`config.mk`:
```
export PLATFORM = sky130hd
export DESIGN_NAME = keypad_scan_ctrl
export DESIGN_NICKNAME = d
export VERILOG_FILES = /design/src/rtl/keypad_pkg.sv /design/src/rtl/key_fifo.sv /design/src/rtl/keypad_scan_ctrl.sv
export SDC_FILE = /design/constraint.sdc
export NUM_CORES = 1
export LEC_CHECK = 0
export ABC_AREA = 0
export ABC_CLOCK_PERIOD_IN_PS = 5300
export CORE_MARGIN = 3
export CORE_UTILIZATION = 63
export DETAILED_ROUTE_END_ITERATION = 12
export PLACE_DENSITY = 0.84
export SLEW_MARGIN = 20
export SYNTH_ARGS = -nofsm -noshare
export SYNTH_HDL_FRONTEND = slang
export SYNTH_SLANG_ARGS = --single-unit
```
`constraint.sdc`:
```
create_clock -name clk -period 5.3 [get_ports clk]
set_input_delay 0.53 -clock clk [delete_from_list [all_inputs] [get_ports clk]]
set_output_delay 0.53 -clock clk [all_outputs]
set_load 0.05 [all_outputs]
```
`src/rtl/keypad_pkg.sv`:
```
// Shared types and constants for the 4x4 keypad scanner.
// State encoding, keypad geometry and calculator key codes.
package keypad_pkg;

  typedef enum logic [1:0] {
    SCAN     = 2'd0,
    DEBOUNCE = 2'd1,
    RELEASE  = 2'd2
  } state_e;

  localparam int N_ROWS = 4;
  localparam int N_COLS = 4;
  localparam int KEY_W  = 4;

  // code = row*4 + col
  localparam logic [KEY_W-1:0] KEY_1   = 4'd0;
  localparam logic [KEY_W-1:0] KEY_2   = 4'd1;
  localparam logic [KEY_W-1:0] KEY_3   = 4'd2;
  localparam logic [KEY_W-1:0] KEY_ADD = 4'd3;
  localparam logic [KEY_W-1:0] KEY_4   = 4'd4;
  localparam logic [KEY_W-1:0] KEY_5   = 4'd5;
  localparam logic [KEY_W-1:0] KEY_6   = 4'd6;
  localparam logic [KEY_W-1:0] KEY_SUB = 4'd7;
  localparam logic [KEY_W-1:0] KEY_7   = 4'd8;
  localparam logic [KEY_W-1:0] KEY_8   = 4'd9;
  localparam logic [KEY_W-1:0] KEY_9   = 4'd10;
  localparam logic [KEY_W-1:0] KEY_MUL = 4'd11;
  localparam logic [KEY_W-1:0] KEY_CLR = 4'd12;
  localparam logic [KEY_W-1:0] KEY_0   = 4'd13;
  localparam logic [KEY_W-1:0] KEY_EQ  = 4'd14;
  localparam logic [KEY_W-1:0] KEY_DIV = 4'd15;

  // index of the lowest active-low row
  function automatic logic [1:0] low_row(
    input logic [N_ROWS-1:0] rows
  );
    logic [1:0] r;
    r = 2'd0;
    for (int i = N_ROWS - 1; i >= 0; i--) begin
      if (!rows[i]) r = 2'(i);
    end
    return r;
  endfunction

endpackage

```
`src/rtl/key_fifo.sv`:
```
// Synchronous key event FIFO, no bypass; full push+pop both succeed.
// Ports: clk, rst (sync, active-low), push/din/full, pop/dout/empty.
module key_fifo #(
  parameter int WIDTH = 4,
  parameter int DEPTH = 4
) (
  input  logic             clk,
  input  logic             rst,
  input  logic             push,
  input  logic [WIDTH-1:0] din,
  output logic             full,
  input  logic             pop,
  output logic [WIDTH-1:0] dout,
  output logic             empty
);

  localparam int AW = $clog2(DEPTH);

  logic [WIDTH-1:0] mem_q [DEPTH];
  logic [AW-1:0]    wr_q, wr_d;
  logic [AW-1:0]    rd_q, rd_d;
  logic [AW:0]      count_q, count_d;
  logic             push_ok, pop_ok;

  assign empty = (count_q == '0);
  assign full  = (count_q == (AW+1)'(DEPTH));
  assign dout  = empty ? '0 : mem_q[rd_q];

  always_comb begin
    pop_ok  = pop && !empty;
    push_ok = push && (!full || pop_ok);
    wr_d    = push_ok ? wr_q + AW'(1) : wr_q;
    rd_d    = pop_ok ? rd_q + AW'(1) : rd_q;
    count_d = count_q;
    if (push_ok && !pop_ok) begin
      count_d = count_q + (AW+1)'(1);
    end else if (!push_ok && pop_ok) begin
      count_d = count_q - (AW+1)'(1);
    end
  end

  always_ff @(posedge clk) begin
    if (!rst) begin
      wr_q    <= '0;
      rd_q    <= '0;
      count_q <= '0;
    end else begin
      wr_q    <= wr_d;
      rd_q    <= rd_d;
      count_q <= count_d;
    end
  end

  always_ff @(posedge clk) begin
    if (push_ok) mem_q[wr_q] <= din;
  end

endmodule

```
`src/rtl/keypad_scan_ctrl.sv`:
```
// 4x4 keypad scanner sharing one debounce counter across all keys.
// Ports: clk, rst (sync, active-low), row_in, col_out, key_valid/key_code/key_ready, overflow.
module keypad_scan_ctrl
  import keypad_pkg::*;
#(
  parameter int SCAN_CYCLES     = 100000,
  parameter int DEBOUNCE_CYCLES = 1500000,
  parameter int FIFO_DEPTH      = 4
) (
  input  logic             clk,
  input  logic             rst,
  input  logic [3:0]       row_in,
  output logic [3:0]       col_out,
  output logic             key_valid,
  output logic [KEY_W-1:0] key_code,
  input  logic             key_ready,
  output logic             overflow
);

  localparam int MAXC = (SCAN_CYCLES > DEBOUNCE_CYCLES) ?
                        SCAN_CYCLES : DEBOUNCE_CYCLES;
  localparam int CW   = (MAXC > 1) ? $clog2(MAXC) : 1;

  localparam logic [CW-1:0] SCAN_LAST = CW'(SCAN_CYCLES - 1);
  localparam logic [CW-1:0] DEB_LAST  = CW'(DEBOUNCE_CYCLES - 1);

  state_e      state_q, state_d;
  logic [CW-1:0] cnt_q, cnt_d;
  logic [1:0]  col_q, col_d;
  logic [1:0]  cand_row_q, cand_row_d;
  logic [3:0]  col_out_q, col_out_d;
  logic        overflow_q, overflow_d;
  logic [3:0]  sync1_q, rows_q;
  logic        push, full, empty;

  assign col_out   = col_out_q;
  assign overflow  = overflow_q;
  assign key_valid = !empty;

  always_ff @(posedge clk) begin
    if (!rst) begin
      state_q    <= SCAN;
      cnt_q      <= '0;
      col_q      <= 2'd0;
      cand_row_q <= 2'd0;
      col_out_q  <= 4'b1110;
      overflow_q <= 1'b0;
      sync1_q    <= 4'b1111;
      rows_q     <= 4'b1111;
    end else begin
      state_q    <= state_d;
      cnt_q      <= cnt_d;
      col_q      <= col_d;
      cand_row_q <= cand_row_d;
      col_out_q  <= col_out_d;
      overflow_q <= overflow_d;
      sync1_q    <= row_in;
      rows_q     <= sync1_q;
    end
  end

  always_comb begin
    state_d    = state_q;
    cnt_d      = cnt_q + CW'(1);
    col_d      = col_q;
    cand_row_d = cand_row_q;
    unique case (state_q)
      SCAN: begin
        if (cnt_q == SCAN_LAST) begin
          cnt_d = '0;
          if (rows_q != 4'hF) begin
            state_d    = DEBOUNCE;
            cand_row_d = low_row(rows_q);
          end else begin
            col_d = col_q + 2'd1;
          end
        end
      end
      DEBOUNCE: begin
        // a bounce abandons the candidate and moves on
        if (rows_q[cand_row_q]) begin
          state_d = SCAN;
          col_d   = col_q + 2'd1;
          cnt_d   = '0;
        end else if (cnt_q == DEB_LAST) begin
          state_d = RELEASE;
          cnt_d   = '0;
        end
      end
      RELEASE: begin
        if (rows_q != 4'hF) begin
          cnt_d = '0;
        end else if (cnt_q == DEB_LAST) begin
          state_d = SCAN;
          col_d   = col_q + 2'd1;
          cnt_d   = '0;
        end
      end
      default: begin
        state_d = SCAN;
        cnt_d   = '0;
      end
    endcase
  end

  always_comb begin
    push = (state_q == DEBOUNCE) && !rows_q[cand_row_q]
           && (cnt_q == DEB_LAST);
    // a same-cycle pop frees a slot, so no drop
    overflow_d = push && full && !key_ready;
    col_out_d  = ~(4'b0001 << col_d);
  end

  key_fifo #(
    .WIDTH(KEY_W),
    .DEPTH(FIFO_DEPTH)
  ) u_fifo (
    .clk  (clk),
    .rst  (rst),
    .push (push),
    .din  ({cand_row_q, col_q}),
    .full (full),
    .pop  (key_ready),
    .dout (key_code),
    .empty(empty)
  );

endmodule

```
* Word level (Yosys, flattened, before mapping)
Memory sizes are Yosys's and may differ from the RTL's. A register that Yosys moved wholly into a read port is not among the register bits.
Cells that the tools add are included.
** Word-level totals
- Flip-flop bits (word level) :: 47
- RAM bits :: 16
- Input port bits :: 7
- Output and inout bits :: 10
- Word-level logic and storage cells :: 83
- Memories :: 1
** Cells by class
- $add $sub $neg :: 6
- $lt $le $gt $ge :: 1
- Equal/unequal tests :: 11
- Shifts and indexed selects :: 1
- Mux-type cells :: 31
- Bitwise logic cells :: 1
- Reductions and logical operators :: 20
** Memories
- u_fifo.mem_q :: words 4, bits a word 4, rd ports 1, clocked after Yosys merged registers in 1, wr ports 1, RTL line key_fifo.sv:19 : logic [WIDTH-1:0] mem_q [DEPTH];
** Operators by type and width (number)
- two-way mux 21 bit :: 4
- one-hot mux 21 bit (3 select lines) :: 1
- two-way mux 2 bit :: 17
- adder 21 x 1 -> 21 bit, second input constant :: 1
- equality test 21 x 17 -> 1 bit, second input constant :: 1
- equality test 21 bit, second input constant :: 1
- one-hot mux 2 bit (3 select lines) :: 2
- logical AND 1 bit :: 8
- != test 2 bit, second input constant :: 4
- adder 2 x 1 -> 2 bit, second input constant :: 3
- logical NOT 1 bit :: 6
- two-way mux 3 bit :: 2
- AND reduction 5 bit :: 1
- two-way mux 4 bit :: 1
- != test 4 bit, second input constant :: 1
- inverter 4 bit :: 1
- << shifter 1 x 2 -> 4 bit, first input constant :: 1
- adder 3 x 1 -> 3 bit, second input constant :: 1
- equality test 3 bit, second input constant :: 1
- logical NOT 3 bit :: 1
- less-than comparator 2 x 3 -> 1 bit, second input constant :: 1
- two-way mux 1 bit :: 3
- != test 3 bit, second input constant :: 1
- AND reduction 3 bit :: 1
- 7 further kinds :: 7

* Longest topological paths before layout
Gate-level depths: netlist (run 1).
- Depth in word-level cells :: 10
- Gate-level depth with buffers :: 10
- Mapped depth without buffers :: 10

* Modules after synthesis
A second synthesis (run 1) with hierarchy kept.
** Unflattened totals
- Cell total of the unflattened synthesis :: 292
- Area total of the unflattened synthesis :: 2991.6 µm²
** Modules (own cells, without submodules)
- keypad_scan_ctrl :: times used 1, cells an instance 219, area each 1884.3 µm², sequential area each 800.8 µm²
- key_fifo :: times used 1, cells an instance 73, area each 1107.3 µm², sequential area each 660.6 µm²

* Worst setup path before layout (run 1)
OpenSTA, ideal clock, no wires.
- Kind :: reg-to-reg
- Start point :: reg cnt_q[5]
- End point :: reg u_fifo.count_q[2]
- Setup time :: 0.076 ns
- Arrival time :: 2.968 ns
- Data required time :: 5.224 ns
- Slack :: 2.257 ns
- Cell stages (with the launch flop) :: 10
- Buffers on the path :: 0
- Clock period less this slack :: 3.043 ns
- Cell sequence :: dfxtp_1 > or4_1 > or4_4 > nor3_2 > ha_1 > inv_1 > fa_1 > xor2_1 > or3_1 > a21boi_0
** Between the ends
- Cells in the longest elaborated chain, start to end :: 6
- Elaborated cells between the ends (all ways) :: 8
- Classes of those cells :: 1 x eq/ne; 1 x mux; 6 x reduce/logical
** RTL lines
- start: declaration :: RTL line keypad_scan_ctrl.sv:28 : logic [CW-1:0] cnt_q, cnt_d;
- start signal: assignment :: RTL line keypad_scan_ctrl.sv:52 : cnt_q <= cnt_d;
- equality test 21 bit (*) :: RTL line keypad_scan_ctrl.sv:108 : && (cnt_q == DEB_LAST);
- logical AND 1 bit (*) :: RTL line keypad_scan_ctrl.sv:108
- logical AND 1 bit (*) :: RTL line key_fifo.sv:31 : push_ok = push && (!full || pop_ok);
- named net u_fifo.push_ok :: RTL line key_fifo.sv:23 : logic push_ok, pop_ok;
- logical NOT 1 bit :: RTL line key_fifo.sv:37 : end else if (!push_ok && pop_ok) begin
- logical AND 1 bit :: RTL line key_fifo.sv:37
- nonzero test 2 bit (no line)
- end signal: assignment :: RTL line key_fifo.sv:50 : count_q <= count_d;
- end: declaration :: RTL line key_fifo.sv:22 : logic [AW:0] count_q, count_d;
Mark *: on every way through the listed nets, which the timed path passes. The rest lies on a longest branch.
A chain may end at the register's enable or synchronous reset.

* Final worst setup path (run 1)
Same ends and word-level chain as after synthesis.

==> key figures, run 1 <==
Pwr
  – Total Power Consumption: 0.00115 W
  – Leakage dissipation: 1.13 nW
  – Worst vdd ir: 0.216 mV
  – PD cells: 362 nW/µm²

Floorplanning
  – Total die area: 5330 µm²
  – Core Rows: 23
  – Area of the core: 4170 µm²
  – Number of I/O pins: 17
  – Starting utilization of the core area: 67.9%
  – DIE HEIGHT: 73.0 µm
  – Die width: 73.0 µm

Clock tree
  – Clock-pin slew of the registers on the worst-case setup and hold paths: 70 ps
  – # H-tree levels: 3
  – Clock buffer depth: 2
  – Inserted Clock Buffers: 9
  – Clock latency of the later-clocked register in the worst-skew pair: 330 ps
  – Number of clock sinks seen by CTS: 65
  – CTS hold repair buffers: 0
  – TritonCTS clock tree: built
  – Root cell of the clock tree: clkbuf_8
  – Post-CTS Setup Bufs: 0
  – Total of cells resized after clock tree synthesis: 0

Drt
  – Total via count after detailed routing: 1,881
  – Post-route DRC: 0
  – Drt via density: 5.50
  – DRC marker count from the first detailed-route iteration: 138
  – Count of antenna-violating nets left after detailed routing: 0
  – Wire length per cell after detailed routing: 13.5 µm
  – First-pass iteration count of the detailed router: 4
  – Final wirelength: 4600 µm

Hold path
  – Hold Path Depth: 1
  – Capture endpoint of the worst hold path: rows_q[1]
  – Origin of the worst min-delay path: sync1_q[1]
  – Worst hold path type: reg2reg

Synthesis
  – Post-synth top area cell: dfxtp_1
  – Primary FF master, synth: dfxtp_1
  – Distinct cell type count after synthesis: 43
  – Synthesis-stage register bit count: 65
  – Post-Syn Nets: 281
  – Number of warnings reported in the yosys synthesis log: 0
  – Area share of the largest cell type after synthesis: 34.6%
  – Synthesized instance count: 267
  – Post-synth EDFFs: 16
  – Cell types occupying the most area after synthesis: dfxtp_1 (35%), edfxtp_1 (17%), xnor2_1 (5.3%)
  – Post-synthesis average cell area: 10.6 µm²
  – Post-synth design cell area: 2830 µm²
  – Async set-reset flop share out of synthesis: 0%
  – Share of the yosys chip area belonging to registers: 51.6%

Worst setup path
  – Peak fanout along the critical path: 7
  – Startpoint kind of the worst setup timing path: flop
  – Depth of the worst register-to-register path: 9
  – Worst Setup End Kind: flop
  – Flop-to-flop setup slack: 2000 ps
  – R2R Path End: u_fifo.count_q[2]
  – Critical path class: reg2reg
  – Critical R2R Launch: cnt_q[5]
  – Worst EP required: 5560 ps
  – Endpoint arrival time on the critical path: 3570 ps

GRT
  – Pin count of the biggest net entering global routing: 30
  – Total GRT Usage: 20.2%
  – First-pass GRT wire length: 8110 µm
  – Number of antenna violations at the first check in global routing: 0
  – Overflow left after global routing: 0
  – Vias in the first global route: 1,803

Timing
  – Final-layout setup total negative slack: 0 ps
  – Transition time at the pin with the least slew margin: 953 ps
  – Layout Skew: 8.74 ps
  – Count of endpoints failing hold in the final timing report: 0
  – Achievable Freq: 0.303 GHz
  – Setup violations, final: 0
  – Post-route clock period utilization: 62.3%
  – Clock period minus worst slack: 3300 ps
  – Worst rel slew slack: 36.3%
  – Setup repair after global routing missed its margin: no
  – Max-slew violation count: 0

Finish
  – Net count reported at finish: 301
  – Storage cell area: 1460 µm²
  – Antenna cell count: 0
  – Share of cells above drive strength 1: 10.6%
  – Final std cells w/o fill: 342
  – Fill cell instance count of the final layout: 296
  – Multi-input gate area in the final layout: 1290 µm²
  – Area Overhead vs Synth: 12.5%

Flow run
  – Number of violations of the max-capacitance limit: 0

Placed design
  – RD Place Congestion: 0.853
  – Count of buffers inserted at the top-level ports: 16
  – Estimated wirelength of the detail-placed design: 3380 µm
  – Number of instances in the placed design: 326

Run status
  – Run status: complete, no violations
==> Yosys cell counts, drive strengths merged (3+ instances only) <==
library cell  number
dfxtp             49
nor2              30
xnor2             17
edfxtp            16
and2              15
nand2             13
inv               12
nand2b            11
nand3             10
nor3               8
clkbuf             7
xor2               7
ha                 6
nand4              6
mux4               5
or2                5
or3                5
mux2i              4
o21ai              4
or4                4
a21boi             3
nor2b              3
o21a               3
==> routing by layer <==
| metal | GRT usage, % | vias up | wire length (µm) |
|---|---|---|---|
| li1 | - | 963 | - |
| met1 | 25.6 | 880 | 2200 |
| met2 | 31.4 | 32 | 2160 |
| met3 | 4.55 | 6 | 178 |
| met4 | 11.7 | 0 | 70 |
| met5 | 0 | - | 0 |
==> sequential cells by signal, summed over array words and instances (netlist names), named ones only <==
name,count
cnt_q,21
u_fifo.mem_q,16
col_out,4
rows_q,4
sync1_q,4
u_fifo.count_q,3
cand_row_q,2
col_q,2
state_q,2
u_fifo.rd_q,2
u_fifo.wr_q,2
overflow,1
==> critical path, stage by stage (launching register included) <==
cell and delay, ps:
dfxtp_1 370, or4_1 560, or4_4 540, nor3_2 390
ha_1 280, inv_1 60, fa_1 390, xor2_1 190
or3_1 300, a21boi_0 150
==> how the worst max path moves through the flow <==
stage                        end  startpoint  slack, ps
5_1_grt        u_fifo.count_q[2]    cnt_q[5]       1760
6_report       u_fifo.count_q[2]    cnt_q[5]       2000
3_5_place_dp   u_fifo.count_q[2]    cnt_q[5]       2010
4_1_cts        u_fifo.count_q[2]    cnt_q[5]       1990
3_3_place_gp   u_fifo.count_q[2]    cnt_q[5]       2150
2_1_floorplan  u_fifo.count_q[2]    cnt_q[5]       2260
==> cell type report <==
class | count | share of cell area (%)
Sequential cell | 65 | 45.9
Timing Repair Buffer | 17 | 5.26
Clock inverter | 7 | 1.18
Multi-Input combinational cell | 182 | 40.4
Tap cell | 50 | 1.96
Inverter | 12 | 1.41
Clock buffer | 9 | 3.89
==> cell usage in the layout (no fill, tap or decap), types with 3 or more instances in the layout <==
cell type	n
or4_1	3
or3_1	5
o21ai_0	3
o21a_1	3
nand2_1	13
clkdlybuf4s50_1	16
clkbuf_8	9
xnor2_1	17
mux4_2	5
edfxtp_1	16
dfxtp_1	49
nand2b_1	11
mux2i_1	4
nand3_1	10
inv_1	12
nor2_1	30
a21boi_0	3
nand4_1	6
or2_2	4
nor3_1	7
and2_1	15
xor2_1	7
nor2b_1	3
clkinv_2	3
ha_1	6
==> kinds of logic (layout without fill, tap and decap cells) <==
group	after synthesis	in the layout	synth area share (%)
compound gates	19	19	4.86
flops	65	65	51.6
buf+inv	20	45	2.92
xor+xnor	24	24	7.42
fa+ha+maj	7	7	3.36
mux	11	11	6.45
simple gates	121	121	23.4
==> power breakdown <==
part / switching (W) / internal, W / total, W
clock: 0.000174 / 0.000163 / 0.000337
combinational: 0.000143 / 0.000106 / 0.000250
sequential: 0.0000308 / 0.000535 / 0.000565
==> per-stage QoR <==
step	instance area [µm²]	setup slack, ps	hold WS (ps)	util [%]
after floorplan	2830	2260	386	-
after global placement	3020	2150	388	72.5
after detailed placement	3020	2010	396	72.5
after CTS	3190	1990	407	76.3
after global routing	3190	1760	419	76.3
final	3190	2000	404	76.3
Note: power is estimated with default switching activity, not from simulation.
==> run 2: changes to the inputs <==
ABC_CLOCK_PERIOD_IN_PS = 3320   (was 5300)
CORE_UTILIZATION = 58   (was 63)
PLACE_DENSITY = 0.78   (was 0.84)
clock period = 3.32 ns   (was 5.3 ns; I/O delays follow)
==> run 2 against run 1 <==
Effect of this change:
- sequential share of layout area decreased by 0.83 points
- register-to-register slack worse by 1700 ps
- non-clock buffer count rose by 2
- first-iteration DRC count is 4.3% lower
- flip-flop and latch count did not move
- clock-buffer cell count up 1
- worst setup slack got worse by 1700 ps
- via count rose by 2.1%
- routed wire length grew 3.8%
- final cell count grew 5.0%
- sequential power is 59% higher
- critical endpoint unchanged
- largest cell class unchanged
==> key figures, run 2 (same netlist as run 1, synthesis figures left out) <==
Run status
  – Run status: complete, no violations (unchanged)

Drt
  – Met1 WL: 2180 µm (was 2200 µm)
  – DRC marker count from the first detailed-route iteration: 132 (was 138)
  – Wire length on met3: 262 µm (was 178 µm)
  – Met2 routed WL: 2290 µm (was 2160 µm)
  – First-pass iteration count of the detailed router: 4 (unchanged)
  – Count of antenna-violating nets left after detailed routing: 0 (unchanged)
  – Highest signal layer in the routed design: met4 (unchanged)
  – Final wirelength: 4780 µm (was 4600 µm)
  – Post-route DRC: 0 (unchanged)
  – Drt via density: 5.35 (was 5.50)
  – Total via count after detailed routing: 1,920 (was 1,881)
  – Wire length per cell after detailed routing: 13.3 µm (was 13.5 µm)

Hold path
  – Worst hold path type: reg2reg (unchanged)

Floorplanning
  – Die width: 75.9 µm (was 73.0 µm)
  – Core Rows: 24 (was 23)
  – Area of the core: 4530 µm² (was 4170 µm²)
  – Total die area: 5760 µm² (was 5330 µm²)
  – DIE HEIGHT: 75.9 µm (was 73.0 µm)
  – Number of I/O pins: 17 (unchanged)
  – Starting utilization of the core area: 62.4% (was 67.9%)

Finish
  – Register with the highest flop count: cnt_q (unchanged)
  – Antenna cell count: 0 (unchanged)
  – Fill cell instance count of the final layout: 353 (was 296)
  – Area Overhead vs Synth: 14.6% (was 12.5%)
  – Share of cells above drive strength 1: 11.2% (was 10.6%)
  – Most frequent standard cell in the layout excluding fill and tap cells: dfxtp_1 (unchanged)
  – Net count reported at finish: 303 (was 301)
  – Largest registers: cnt_q: 21 flops, u_fifo.mem_q: 16 flops (unchanged)
  – Commonest cells after routing, fill and taps aside: dfxtp_1 (49), nor2_1 (30), xnor2_1 (17) (unchanged)
  – Number of flip-flops in the largest register: 21 (unchanged)

Clock tree
  – CTS hold repair buffers: 0 (unchanged)
  – Number of clock sinks seen by CTS: 65 (unchanged)
  – Clock buffer depth: 2 (unchanged)
  – Total of cells resized after clock tree synthesis: 0 (unchanged)
  – # H-tree levels: 3 (unchanged)
  – Clock-pin slew of the registers on the worst-case setup and hold paths: 70 ps (about the same)
  – Inserted Clock Buffers: 9 (unchanged)
  – Root cell of the clock tree: clkbuf_8 (unchanged)
  – Post-CTS Setup Bufs: 0 (unchanged)
  – Clock latency of the later-clocked register in the worst-skew pair: 340 ps (was 330 ps)
  – TritonCTS clock tree: built (unchanged)

Worst setup path
  – Endpoint arrival time on the critical path: 3280 ps (was 3570 ps)
  – Critical path class: reg2reg (unchanged)
  – Peak fanout along the critical path: 6 (was 7)
  – Startpoint kind of the worst setup timing path: flop (unchanged)
  – Worst EP required: 3590 ps (was 5560 ps)
  – Worst Setup End Kind: flop (unchanged)
  – Flop-to-flop setup slack: 300 ps (was 2000 ps)

GRT
  – Vias in the first global route: 1,847 (was 1,803)
  – Total GRT Usage: 19.7% (was 20.2%)
  – Overflow left after global routing: 0 (unchanged)
  – Number of antenna violations at the first check in global routing: 0 (unchanged)
  – First-pass GRT wire length: 8300 µm (was 8110 µm)
  – Pin count of the biggest net entering global routing: 30 (unchanged)

Timing
  – Final-layout setup total negative slack: 0 ps (unchanged)
  – Worst rel slew slack: 66.4% (was 36.3%)
  – Setup violations, final: 0 (unchanged)
  – Layout Skew: 8.90 ps (was 8.74 ps)
  – Post-route clock period utilization: 90.9% (was 62.3%)
  – Clock period minus worst slack: 3020 ps (was 3300 ps)
  – Count of endpoints failing hold in the final timing report: 0 (unchanged)
  – Max-slew violation count: 0 (unchanged)
  – Setup repair after global routing missed its margin: no (unchanged)
  – Achievable Freq: 0.331 GHz (was 0.303 GHz)
  – Transition time at the pin with the least slew margin: 502 ps (was 953 ps)

Pwr
  – Leakage dissipation: 1.15 nW (was 1.13 nW)
  – Total Power Consumption: 0.00193 W (was 0.00115 W)
  – PD cells: 595 nW/µm² (was 362 nW/µm²)
  – Worst vdd ir: 0.527 mV (was 0.216 mV)

Placed design
  – RD Place Congestion: 0.866 (was 0.853)
  – Estimated wirelength of the detail-placed design: 3380 µm (about the same)
  – Count of buffers inserted at the top-level ports: 16 (unchanged)

Flow run
  – Number of violations of the max-capacitance limit: 0 (unchanged)
## run 2: cell count changes in the layout (fill, tap and decap cells not counted), sizes merged
cell    delta
buf        +2
bufinv     +1
clkinv     -2
clkbuf     +1
## run 2: path summary, 6_finish.rpt
path / from / cells past startpoint / endpoint
setup / recovery: cnt_q[5] / 9 / u_fifo.count_q[2]
setup reg to reg: cnt_q[5] / 9 / u_fifo.count_q[2]
hold / removal: sync1_q[0] / 1 / rows_q[0]
hold reg to reg: sync1_q[0] / 1 / rows_q[0]
## run 2: worst max-delay path, stage by stage (launching register included)
cell      delay, ps
dfxtp_1         360
or4_1           550
or4_4           530
nor3_2          220
ha_1            210
inv_1            60
fa_1            370
xor2_1          180
or3_1           300
a21boi_0        160
## run 2: metal layers
| layer | vias to the layer above | global-route usage [%] |
|---|---|---|
| met5 | - | 0 |
| li1 | 969 | - |
| met1 | 899 | 24.5 |
| met4 | 0 | 7.57 |
| met3 | 4 | 9.10 |
| met2 | 48 | 30.0 |
## run 2: report_power, final
group	leakage, nW	total, W	switching [W]	internal, W
clock network	0.0897	0.000631	0.000290	0.000341
logic	0.498	0.000400	0.000230	0.000170
registers	0.565	0.000901	0.0000474	0.000853
## run 2: cell type report
cell class	instances	area [µm²]	area share (%)
well taps	65	81.3	2.51
multi-input cells	182	1290	39.7
clock inverters	6	58.8	1.81
clock buffers	10	128	3.93
inverters	12	45.0	1.39
repair buffers	19	183	5.63
flip-flops and latches	65	1460	45.0
## run 2: through the flow
step           cells  instance area (µm²)  setup WS [ps]  hold slack (ps)  util [%]
4_1_cts          359                 3240            301              401      71.6
2_1_floorplan    267                 2830            277              386         -
5_1_grt          359                 3240            186              431      71.6
3_5_place_dp     343                 3060            327              393      67.4
6_report         359                 3240            303              400      71.6
3_3_place_gp     343                 3060            377              390      67.4
